File: config.mk
export PLATFORM = sky130hd
export DESIGN_NAME = hdmi_line_fetch_ctrl
export DESIGN_NICKNAME = d
export VERILOG_FILES = /design/src/rtl/hdmi_line_fetch_ctrl.sv
export SDC_FILE = /design/constraint.sdc
export NUM_CORES = 1
export LEC_CHECK = 0
export CAP_MARGIN = 20
export CORE_MARGIN = 5
export CORE_UTILIZATION = 40
export DETAILED_ROUTE_END_ITERATION = 16
export GPL_ROUTABILITY_DRIVEN = 1
export GPL_TIMING_DRIVEN = 0
export PLACE_DENSITY = 0.67
export SYNTH_ARGS = -nofsm -noshare
export SYNTH_HDL_FRONTEND = slang
export SYNTH_SLANG_ARGS = --single-unit
File: constraint.sdc
create_clock -name pixelClockIn -period 4.45 [get_ports pixelClockIn]
set_input_delay 0.89 -clock pixelClockIn [delete_from_list [all_inputs] [get_ports pixelClockIn]]
set_output_delay 0.89 -clock pixelClockIn [all_outputs]
set_load 0.05 [all_outputs]
File: src/rtl/hdmi_line_fetch_ctrl.sv
// hdmi_line_fetch_ctrl
//   Fetches 720p frame-buffer lines over a burst-read bus into a two-bank
//   (ping-pong) line buffer. The display reads bank readBank while the other
//   bank is filled. Lines that are not complete when the display needs them
//   raise a sticky underrun flag.
// Ports
//   pixelClockIn, resetN        clock, synchronous active-low reset
//   enable                      run / finish current burst then idle
//   frameBufferBase             byte address of line 0 (taken on newScreen)
//   newScreen, nextLine         timing-generator strobes
//   busRequest/Grant/Address/BurstSize, busDataValid/Data   read bus
//   lineBufWe/Addr/Data         line-buffer write port ({bank, word})
//   readBank, underrun, fetchedLines   display-side status
module hdmi_line_fetch_ctrl #(
  parameter int BURST_SIZE  = 16,
  parameter int LINE_WORDS  = 640,
  parameter int NR_OF_LINES = 720
) (
  input  logic        pixelClockIn,
  input  logic        resetN,
  input  logic        enable,
  input  logic [31:0] frameBufferBase,
  input  logic        newScreen,
  input  logic        nextLine,
  output logic        busRequest,
  input  logic        busGrant,
  output logic [31:0] busAddress,
  output logic [7:0]  busBurstSize,
  input  logic        busDataValid,
  input  logic [31:0] busData,
  output logic        lineBufWe,
  output logic [10:0] lineBufAddr,
  output logic [31:0] lineBufData,
  output logic        readBank,
  output logic        underrun,
  output logic [9:0]  fetchedLines
);

  typedef enum logic [2:0] {IDLE, REQUEST, BURST, NEXT, WAIT_LINE} state_t;

  state_t      state, state_nxt;
  logic [7:0]  beat_cnt;
  logic [9:0]  word_index;
  logic        write_bank;
  logic        drop;        // discard the rest of a burst cut short by newScreen
  logic [10:0] line_cnt;    // nextLine strobes seen this frame (k)
  logic [10:0] allowed;     // lines the display has released for fetching
  logic [10:0] pending;

  logic frame_start, line_evt, beat, last_beat;

  assign frame_start = newScreen & enable;
  assign line_evt    = nextLine & ~newScreen & (state != IDLE);
  assign beat        = (state == BURST) & busDataValid;
  assign last_beat   = beat & (beat_cnt == 8'(BURST_SIZE - 1));

  // Lines released but not yet complete: 1 = fetch in progress, 2 = one queued.
  assign pending     = allowed - {1'b0, fetchedLines};

  assign busRequest   = (state == REQUEST);
  assign busBurstSize = 8'(BURST_SIZE - 1);

  always_comb begin
    state_nxt = state;
    unique case (state)
      IDLE:    if (frame_start) state_nxt = REQUEST;
      // A grant is always honoured; newScreen before grant withdraws the
      // request for one cycle and the restarted frame requests again.
      REQUEST: if (busGrant) state_nxt = BURST;
               else if (frame_start) state_nxt = NEXT;
      BURST:   if (last_beat) state_nxt = NEXT;
      NEXT, WAIT_LINE: begin
        if (!enable)                            state_nxt = IDLE;
        else if (pending != 11'd0 || frame_start) state_nxt = REQUEST;
        else                                    state_nxt = WAIT_LINE;
      end
      default: state_nxt = IDLE;
    endcase
  end

  always_ff @(posedge pixelClockIn) begin
    if (!resetN) begin
      state        <= IDLE;
      beat_cnt     <= '0;
      word_index   <= '0;
      write_bank   <= 1'b0;
      drop         <= 1'b0;
      line_cnt     <= '0;
      allowed      <= '0;
      busAddress   <= '0;
      lineBufWe    <= 1'b0;
      lineBufAddr  <= '0;
      lineBufData  <= '0;
      readBank     <= 1'b0;
      underrun     <= 1'b0;
      fetchedLines <= '0;
    end else begin
      state     <= state_nxt;
      lineBufWe <= 1'b0;

      if (state == REQUEST && busGrant) beat_cnt <= '0;

      // Word position and line count advance when the beat is taken, so the
      // NEXT state already sees the completed line; the write lands a cycle later.
      if (beat) begin
        beat_cnt <= beat_cnt + 8'd1;
        if (!drop) begin
          lineBufWe   <= 1'b1;
          lineBufAddr <= {write_bank, word_index};
          lineBufData <= busData;
          if (word_index == 10'(LINE_WORDS - 1)) begin
            word_index   <= '0;
            fetchedLines <= fetchedLines + 10'd1;
            write_bank   <= ~write_bank;
          end else begin
            word_index <= word_index + 10'd1;
          end
        end
        if (last_beat) begin
          drop <= 1'b0;
          if (!drop) busAddress <= busAddress + 32'(BURST_SIZE * 4);
        end
      end

      if (frame_start) begin
        // newScreen overrides any beat taken in the same cycle.
        busAddress   <= frameBufferBase;
        underrun     <= 1'b0;
        fetchedLines <= '0;
        word_index   <= '0;
        readBank     <= 1'b0;
        write_bank   <= 1'b0;
        line_cnt     <= '0;
        allowed      <= 11'd2;
        lineBufWe    <= 1'b0;
        drop         <= (state == REQUEST && busGrant) || (state == BURST && !last_beat);
      end else if (line_evt) begin
        readBank <= ~readBank;
        line_cnt <= line_cnt + 11'd1;
        if ({1'b0, fetchedLines} < line_cnt + 11'd2) underrun <= 1'b1;
        // Release line k+2 unless one line is already queued behind the active fetch.
        if ((line_cnt + 11'd2 < 11'(NR_OF_LINES)) && (pending < 11'd2))
          allowed <= allowed + 11'd1;
      end
    end
  end

endmodule
==> impl_metrics.ini, run 1 <==
[outcome]
outcome = finished, final reports clean

[global_route]
grt-ovfl-total = 0
track_usage_pct = 18.46
antenna_found_initial = 0
grt_pass1_wl_um = 29410
grt_start_max_net_pins = 17
grt_pass1_vias = 5853

[sta]
setup_tns_ns = 0
rsz0062_at_grt = false
hold_viol = 0
setup_ws_ns = 0.7678
slew_violations = 0
finalSetupViolCount = 0
fin_crit_sh_pct = 82.75
worstMarginPinSlew_ns = 0.8710
slew_headroom_pct = 41.14
fin_hold_ws_ns = 0.4508
fmax_mhz = 271.6
fin_crit_ns = 3.682
fin_skew_ns = 0.005929

[drt]
routed_wl_um = 17820
initialDrtViolationCount = 366
drtAntennaViolNets = 0
vias = 6171
wl_per_cell_um = 14.41
dr.pass1.iters = 4
viasPerCell = 4.989
drc_errors = 0

[final_layout]
nNetsFinal = 1106
final_common_cell = clkdlybuf4s50_1
antennaDiodeCount = 0
nFillCells = 1574
final_core_util_pct = 57.30
multiInputGateArea_um2 = 3607
final_cells = 1237
drive_above_1_share_pct = 5.289
area_delta_synth_final_pct = 39.85
most-common-layout-cells = clkdlybuf4s50_1 (159), nand2_1 (144), dfxtp_1 (133)
ff_latch_area_um2 = 2663

[clock_tree]
cts_tree = built
htreeDepth = 4
tritoncts_num_sinks = 133
root_buffer = clkbuf_16
cts_hold_buf = 0
post_cts_buffers = 0
numCtsBuffers = 17
insertion_delay_ns = 0.42
clockBufferDepth = 2
cts.clk_slew.worst_paths_ns = 0.06
cts_resized = 0

[die]
rows = 46
fp.dieH_um = 138.0
initial_utilization_pct = 40.98
pin_count = 168
dieArea_um2 = 19050
die_w_um = 138.0
core_area_um2 = 16000

[yosys]
yosysUniqueCellTypes = 57
yosys.area.top_type_share_pct = 40.61
yosysTopAreaCell = dfxtp_1
synthTopCellsByArea = dfxtp_1 (41%), nand2_1 (8.2%), a21oi_1 (7.0%)
synth_edf_count = 0
netlist_instances = 824
async_flop_share_pct = 0
ys_ff_latch = 133
netlist_area_um2 = 6556
synthFlopType = dfxtp_1
syn_area_per_cell_um2 = 7.957
yosysWarnings = 0
ys_seq_area_share_pct = 40.61

[setup_path]
crit_fanout = 10
cp_common_cell = buf_2
setup.worst_path.class = register to register
worstPathArrival_ns = 3.97
path_cells = inv_1 > ha_1 > fa_1 > nor2b_1 > o22ai_2 > xnor2_1 > nor4_2 > o2111ai_1 > or4_1 > buf_2 > buf_2 > o41ai_1 > a21oi_1
cp-start-kind = register
rrSetupSlack_ns = 0.77
crit_path_end_kind = register
required_ns = 4.73
slowest_stage = or4_1
critPathMaxStageDelay_ns = 0.53

[placement]
place_ws_ns = 0.5408
portBuffers = 159
placed_cells = 1205
dpl.hpwl_um = 13270
gp_congestion = 0.8278

[power]
peakVddDrop_v = 0.0003234
p_leak_nw = 3.266
power.density_nw_per_um2 = 369.5

[hold_path]
hold_class = register to register

[flow_run]
max_cap_viol_count = 0
## cell families (layout without fill, tap and decap cells)
family / Yosys count / count (layout) / synth area share, %
simple gates: 355 / 355 / 25.13
compound gates: 164 / 164 / 14.58
flops: 133 / 133 / 40.61
buf+inv: 73 / 264 / 4.714
xor+xnor: 62 / 62 / 8.282
fa+ha+maj: 27 / 27 / 5.267
mux: 8 / 8 / 1.298
other cells: 2 / 8 / 0.1145
## sequential cells by signal, indices dropped and copies added (netlist names), 3 cells and up
signal        count
fetchedLines     10
word_index       10
lineBufAddr      11
allowed          11
beat_cnt          8
state             3
line_cnt         11
lineBufData      32
busAddress       32
## routing by layer
layer	vias to the layer above	GRT usage [%]	wire [um]
met5	-	0	0
met4	0	6.396	325
li1	3193	-	-
met2	160	28.67	7723
met3	25	5.310	1081
met1	2793	24.66	8692
## synthesized netlist by cell type, drive strengths merged (11+ instances only)
cell    instances
inv            23
dfxtp         133
or3            11
a21oi          92
nor2           85
and3           11
nand3          32
xor2           32
clkbuf         35
ha             26
nand4          14
xnor2          30
o21ai          27
nor3           21
buf            15
nand2         144
a211oi         13
## final timing paths
check,from,depth (start not counted),endpoint
setup / recovery,allowed[0]$_SDFFE_PP0P_,13,allowed[7]$_SDFFE_PP0P_
setup reg to reg,allowed[0]$_SDFFE_PP0P_,13,allowed[7]$_SDFFE_PP0P_
hold / removal,lineBufData[31]$_SDFFE_PN0P_,2,lineBufData[31]$_SDFFE_PN0P_
hold reg to reg,lineBufData[31]$_SDFFE_PN0P_,2,lineBufData[31]$_SDFFE_PN0P_
## critical path, delay by kind of cell (launching register included)
kind	cells	cell delay, ns
adder cells (fa/ha/maj)	2	0.61
buffers and inverters	3	0.45
AND/OR/NAND/NOR	3	1.04
flip-flops	1	0.46
AO/OA/AOI/OAI	4	0.86
XOR/XNOR	1	0.14
## stage by stage
step	cell area [um2]	power (W)
floorplan	6579	0.001519
global placement	8441	0.001688
detailed placement	8441	0.001689
CTS	9169	0.003426
global route	9169	0.003506
finish	9169	0.003388
## report_power, final
group / switching, W / total [W] / internal, W
Combinational: 0.000249 / 0.000407 / 0.000158
Clock: 0.000534 / 0.00173 / 0.00119
Sequential: 0.0000297 / 0.00125 / 0.00122
## area by class of cell
| type | count | share of cell area (%) |
|---|---|---|
| plain buffers | 50 | 2.429 |
| clock buffers | 19 | 4.940 |
| clock inverters | 13 | 3.002 |
| inverters | 23 | 0.9416 |
| multi-input cells | 624 | 39.34 |
| flip-flops and latches | 133 | 29.04 |
| well taps | 216 | 2.948 |
| repair buffers | 159 | 17.36 |
No activity file was read; power rests on OpenSTA's default activity.
==> inputs of run 2 (changes only) <==
Settings changed: PLACE_DENSITY 0.67 to 0.7.
Clock period 4.45 ns to 3.2 ns, I/O delays scaled along.
==> impl_metrics.ini, run 2 (synthesis results as in run 1) <==
[placement]
portBuffers = 159
dpl.hpwl_um = 13320
gp_congestion = 0.8476
place_ws_ns = -0.3672
placed_cells = 1205

[clock_tree]
insertion_delay_ns = 0.42
root_buffer = clkbuf_16
cts_tree = built
tritoncts_num_sinks = 133
cts.clk_slew.worst_paths_ns = 0.06
htreeDepth = 4
clockBufferDepth = 2
numCtsBuffers = 17

[power]
power.density_nw_per_um2 = 479.0
peakVddDrop_v = 0.0003872
p_leak_nw = 3.298

[final_layout]
final_cells = 1241
drive_above_1_share_pct = 8.780
biggestRegsByFlops = busAddress x32, lineBufData x32
area_delta_synth_final_pct = 41.43
most-common-layout-cells = clkdlybuf4s50_1 (158), nand2_1 (144), dfxtp_1 (122)
final_core_util_pct = 57.95
final_common_cell = clkdlybuf4s50_1
nNetsFinal = 1110
antennaDiodeCount = 0

[die]
pin_count = 168
core_area_um2 = 16000
dieArea_um2 = 19050
initial_utilization_pct = 40.98
rows = 46
fp.dieH_um = 138.0
die_w_um = 138.0

[global_route]
antenna_found_initial = 0
track_usage_pct = 18.67
grt_pass1_wl_um = 29690
grt_start_max_net_pins = 17
grt-ovfl-total = 0
grt_pass1_vias = 5908

[drt]
vias = 6301
dr.pass1.iters = 5
routed_wl_um = 18220
drc_errors = 0
drtAntennaViolNets = 0
wl_per_cell_um = 14.68
viasPerCell = 5.077
initialDrtViolationCount = 477

[setup_path]
startpoint = line_cnt[1]$_SDFFE_PP0P_
required_ns = 3.54
reg2reg_to = allowed[6]$_SDFFE_PP0P_
r2r_start = line_cnt[1]$_SDFFE_PP0P_
cp-start-kind = register
crit_path_end_kind = register
reg2reg_depth = 10
crit_fanout = 8
rrSetupSlack_ns = 0.09
critPathCapture = allowed[6]$_SDFFE_PP0P_
worstPathArrival_ns = 3.45
setup.worst_path.class = register to register

[sta]
setup_tns_ns = 0
hold_viol = 0
fin_hold_ws_ns = 0.4512
slew_headroom_pct = 31.66
rsz0062_at_grt = true
fin_skew_ns = 0.01254
worstMarginPinSlew_ns = 1.011
fin_crit_sh_pct = 97.18
fmax_mhz = 321.6
finalSetupViolCount = 0
setup_ws_ns = 0.09018
fin_crit_ns = 3.110
slew_violations = 0

[flow_run]
max_cap_viol_count = 0

[hold_path]
hold_class = register to register

[outcome]
outcome = finished, final reports clean
[run 2: worst max-delay path: stages (launching register included)]
cell and delay (ns):
dfxtp_1 0.45, ha_2 0.29, nand3_2 0.13, nor2_2 0.19, and3_1 0.21, xnor2_1 0.15, o211ai_1 0.21, or4_4 0.60
buf_6 0.15, or4_1 0.52, a21oi_2 0.12
[run 2: worst min-delay path by stage]
| stage | slack [ns] | startpoint | cells past startpoint | end |
|---|---|---|---|---|
| CTS | 0.45 | lineBufData[26]$_SDFFE_PN0P_ | 2 | lineBufData[26]$_SDFFE_PN0P_ |
| global route | 0.47 | lineBufAddr[1]$_SDFFE_PN0P_ | 2 | lineBufAddr[1]$_SDFFE_PN0P_ |
| detailed placement | 0.45 | lineBufData[26]$_SDFFE_PN0P_ | 2 | lineBufData[26]$_SDFFE_PN0P_ |
| global placement | 0.44 | busAddress[5]$_SDFFE_PN0P_ | 2 | busAddress[5]$_SDFFE_PN0P_ |
| finish | 0.45 | lineBufData[24]$_SDFFE_PN0P_ | 2 | lineBufData[24]$_SDFFE_PN0P_ |
| floorplan | 0.44 | beat_cnt[3]$_SDFFE_PN0P_ | 1 | beat_cnt[3]$_SDFFE_PN0P_ |
[run 2: layer usage]
metal  vias to the layer above  part of all wire (%)  GRT usage (%)
met5                         -                     0              0
met4                         0                   1.0          4.888
met3                        14                   6.8          6.172
met2                       168                    44          29.52
met1                      2917                    48          24.64
li1                       3202                     -              -
[run 2: repair_timing]
item                       4_1_cts  5_1_grt
hold buffers                     0        0
setup endpoints to repair       10        9
pin swaps                        4       10
buffers inserted                 2        2
resized for setup               14       15
[run 2: power by group]
| part | total (W) | switching (W) | internal, W |
|---|---|---|---|
| clock | 0.00212 | 0.000762 | 0.00136 |
| sequential | 0.00174 | 0.0000410 | 0.00170 |
| combinational | 0.000582 | 0.000354 | 0.000228 |
[run 2: stage by stage]
step	cell area (um2)	power (W)
final	9273	0.004441
after global routing	9273	0.004594
after CTS	9194	0.004476
after detailed placement	8471	0.002346
after global placement	8471	0.002345
after floorplan	6609	0.002112
[run 2: layout make-up]
class,instances,area (um2)
clock inverters,14,196.4
clock buffers,18,450.4
repair buffers,163,1624
fillers,1508,6728
plain buffers,50,231.5
inverters,23,86.33
flip-flops and latches,133,2684
multi-input cells,624,3730
well taps,216,270.3
==> inputs of run 3 (changes only) <==
Settings changed: CORE_MARGIN 5 to 2.
==> impl_metrics.ini, run 3 (synthesis results as in run 1) <==
[die]
dieArea_um2 = 17430
fp.dieH_um = 132.0
die_w_um = 132.0
core_area_um2 = 15940
initial_utilization_pct = 41.12
rows = 46
pin_count = 168

[setup_path]
setup.worst_path.class = register to register
worstPathArrival_ns = 3.42
required_ns = 3.54
crit_path_end_kind = register
r2r_start = allowed[0]$_SDFFE_PP0P_
crit_fanout = 8
startpoint = allowed[0]$_SDFFE_PP0P_
cp-start-kind = register

[final_layout]
fin_area_um2 = 9243
area_delta_synth_final_pct = 40.97
final_common_cell = clkdlybuf4s50_1
drive_above_1_share_pct = 8.806
antennaDiodeCount = 0
biggestRegsByFlops = busAddress x32, lineBufData x32
final_core_util_pct = 57.97
nFillCells = 1462
nNetsFinal = 1108
most-common-layout-cells = clkdlybuf4s50_1 (158), nand2_1 (144), dfxtp_1 (120)

[drt]
wl_per_cell_um = 14.59
initialDrtViolationCount = 299
routed_wl_um = 18070
drtAntennaViolNets = 0
dr.pass1.iters = 4
drc_errors = 0
vias = 6336
viasPerCell = 5.118

[power]
sw_frac_of_total_pct = 25.76
p_clk_share_pct = 47.3
p_sw_w = 0.001136
internal_power_w = 0.003274
p_leak_nw = 3.276
peakVddDrop_v = 0.0004158
power.density_nw_per_um2 = 477.1
share_comb_of_total_power_pct = 13.2
seq_power_share_pct = 39.5

[global_route]
track_usage_pct = 20.93
grt_start_max_net_pins = 17
grt_pass1_vias = 6027
antenna_found_initial = 0
grt_pass1_wl_um = 29750
grt-ovfl-total = 0

[clock_tree]
cts_hold_buf = 0
cts.clk_slew.worst_paths_ns = 0.06
root_buffer = clkbuf_16
numCtsBuffers = 17
htreeDepth = 4
insertion_delay_ns = 0.42
clockBufferDepth = 2
cts_tree = built
tritoncts_num_sinks = 133

[sta]
fin_skew_ns = 0.01788
slew_headroom_pct = 36.31
worstMarginPinSlew_ns = 0.9424
slew_violations = 0
rsz0062_at_grt = true
fin_crit_ns = 3.084
fin_crit_sh_pct = 96.37
hold_viol = 0
fmax_mhz = 324.3
finalSetupViolCount = 0

[placement]
portBuffers = 159
postPlaceCellArea_um2 = 8471
dpl.hpwl_um = 13080
gp_congestion = 0.8299

[outcome]
outcome = finished, final reports clean

[hold_path]
min_from = lineBufData[19]$_SDFFE_PN0P_
hold_class = register to register

[flow_run]
max_cap_viol_count = 0
-- run 3: cell types whose count changed in the layout (fill, tap and decap cells not counted), moves of 2 or more --
cell	previous run	this run
a21oi_1	90	88
a21oi_2	2	4
buf_4	13	11
clkbuf_8	0	2
clkinv_2	2	0
dfxtp_1	122	120
dfxtp_2	8	10
inv_4	0	2
inv_6	3	0
-- run 3: path summary, 6_finish.rpt --
check,end,slack (ns),cells past startpoint
max,allowed[5]$_SDFFE_PP0P_,0.12,11
min,lineBufData[19]$_SDFFE_PN0P_,0.45,2
max reg2reg,allowed[5]$_SDFFE_PP0P_,0.12,11
min reg2reg,lineBufData[19]$_SDFFE_PN0P_,0.45,2
-- run 3: layout make-up --
cell class / instances / area [um2] / share of cell area, %
Inverter: 23 / 88.84 / 0.9611
Clock buffer: 20 / 456.7 / 4.941
Tap cell: 216 / 270.3 / 2.924
Multi-Input combinational cell: 624 / 3725 / 40.30
Timing Repair Buffer: 163 / 1622 / 17.54
Buffer: 48 / 219.0 / 2.369
Sequential cell: 133 / 2686 / 29.06
Clock inverter: 11 / 175.2 / 1.895
-- run 3: what timing repair did --
action | CTS | global route
gates resized for setup | 18 | 17
setup endpoints to repair | 10 | 14
pin swaps | 7 | 8
cloned | 0 | 1
setup buffers | 2 | 1
-- run 3: power by group through the flow --
stage | Clock, W | Sequential (W) | Combinational, W
after CTS | 0.00212 | 0.00174 | 0.000581
after floorplan | 0 | 0.00191 | 0.000206
after detailed placement | 0 | 0.00178 | 0.000569
after global placement | 0 | 0.00178 | 0.000566
final | 0.00209 | 0.00174 | 0.000582
after global routing | 0.00220 | 0.00175 | 0.000623
-- run 3: worst max-delay path: stages (launching register included) --
cell       delay, ns
dfxtp_4         0.38
inv_4           0.04
ha_4            0.15
fa_2            0.37
nor2b_4         0.14
o22ai_2         0.10
xnor2_2         0.16
nor4_4          0.30
o2111ai_2       0.19
or4_4           0.51
or4_4           0.54
a21oi_2         0.14
-- run 3: through the flow --
| step | total power (W) | setup TNS (ns) | setup slack, ns | hold WS, ns | std cells |
|---|---|---|---|---|---|
| final | 0.004410 | 0 | 0.1161 | 0.4525 | 1238 |
| after global placement | 0.002343 | -3.270 | -0.3786 | 0.4416 | 1205 |
| after global routing | 0.004577 | -0.1102 | -0.03290 | 0.4729 | 1238 |
| after CTS | 0.004447 | 0 | 0.004919 | 0.4538 | 1237 |
| after detailed placement | 0.002347 | -3.624 | -0.3702 | 0.4455 | 1205 |
| after floorplan | 0.002112 | 0 | 0.01609 | 0.4369 | 830 |
-- run 3: routing by layer --
layer | up-vias | wire length, um | part of all wire (%) | GRT usage [%]
met2 | 178 | 8142 | 45 | 33.02
li1 | 3197 | - | - | -
met1 | 2943 | 8458 | 47 | 27.34
met3 | 18 | 1204 | 6.7 | 6.536
met5 | - | 0 | 0 | 0
met4 | 0 | 262 | 1.5 | 6.643
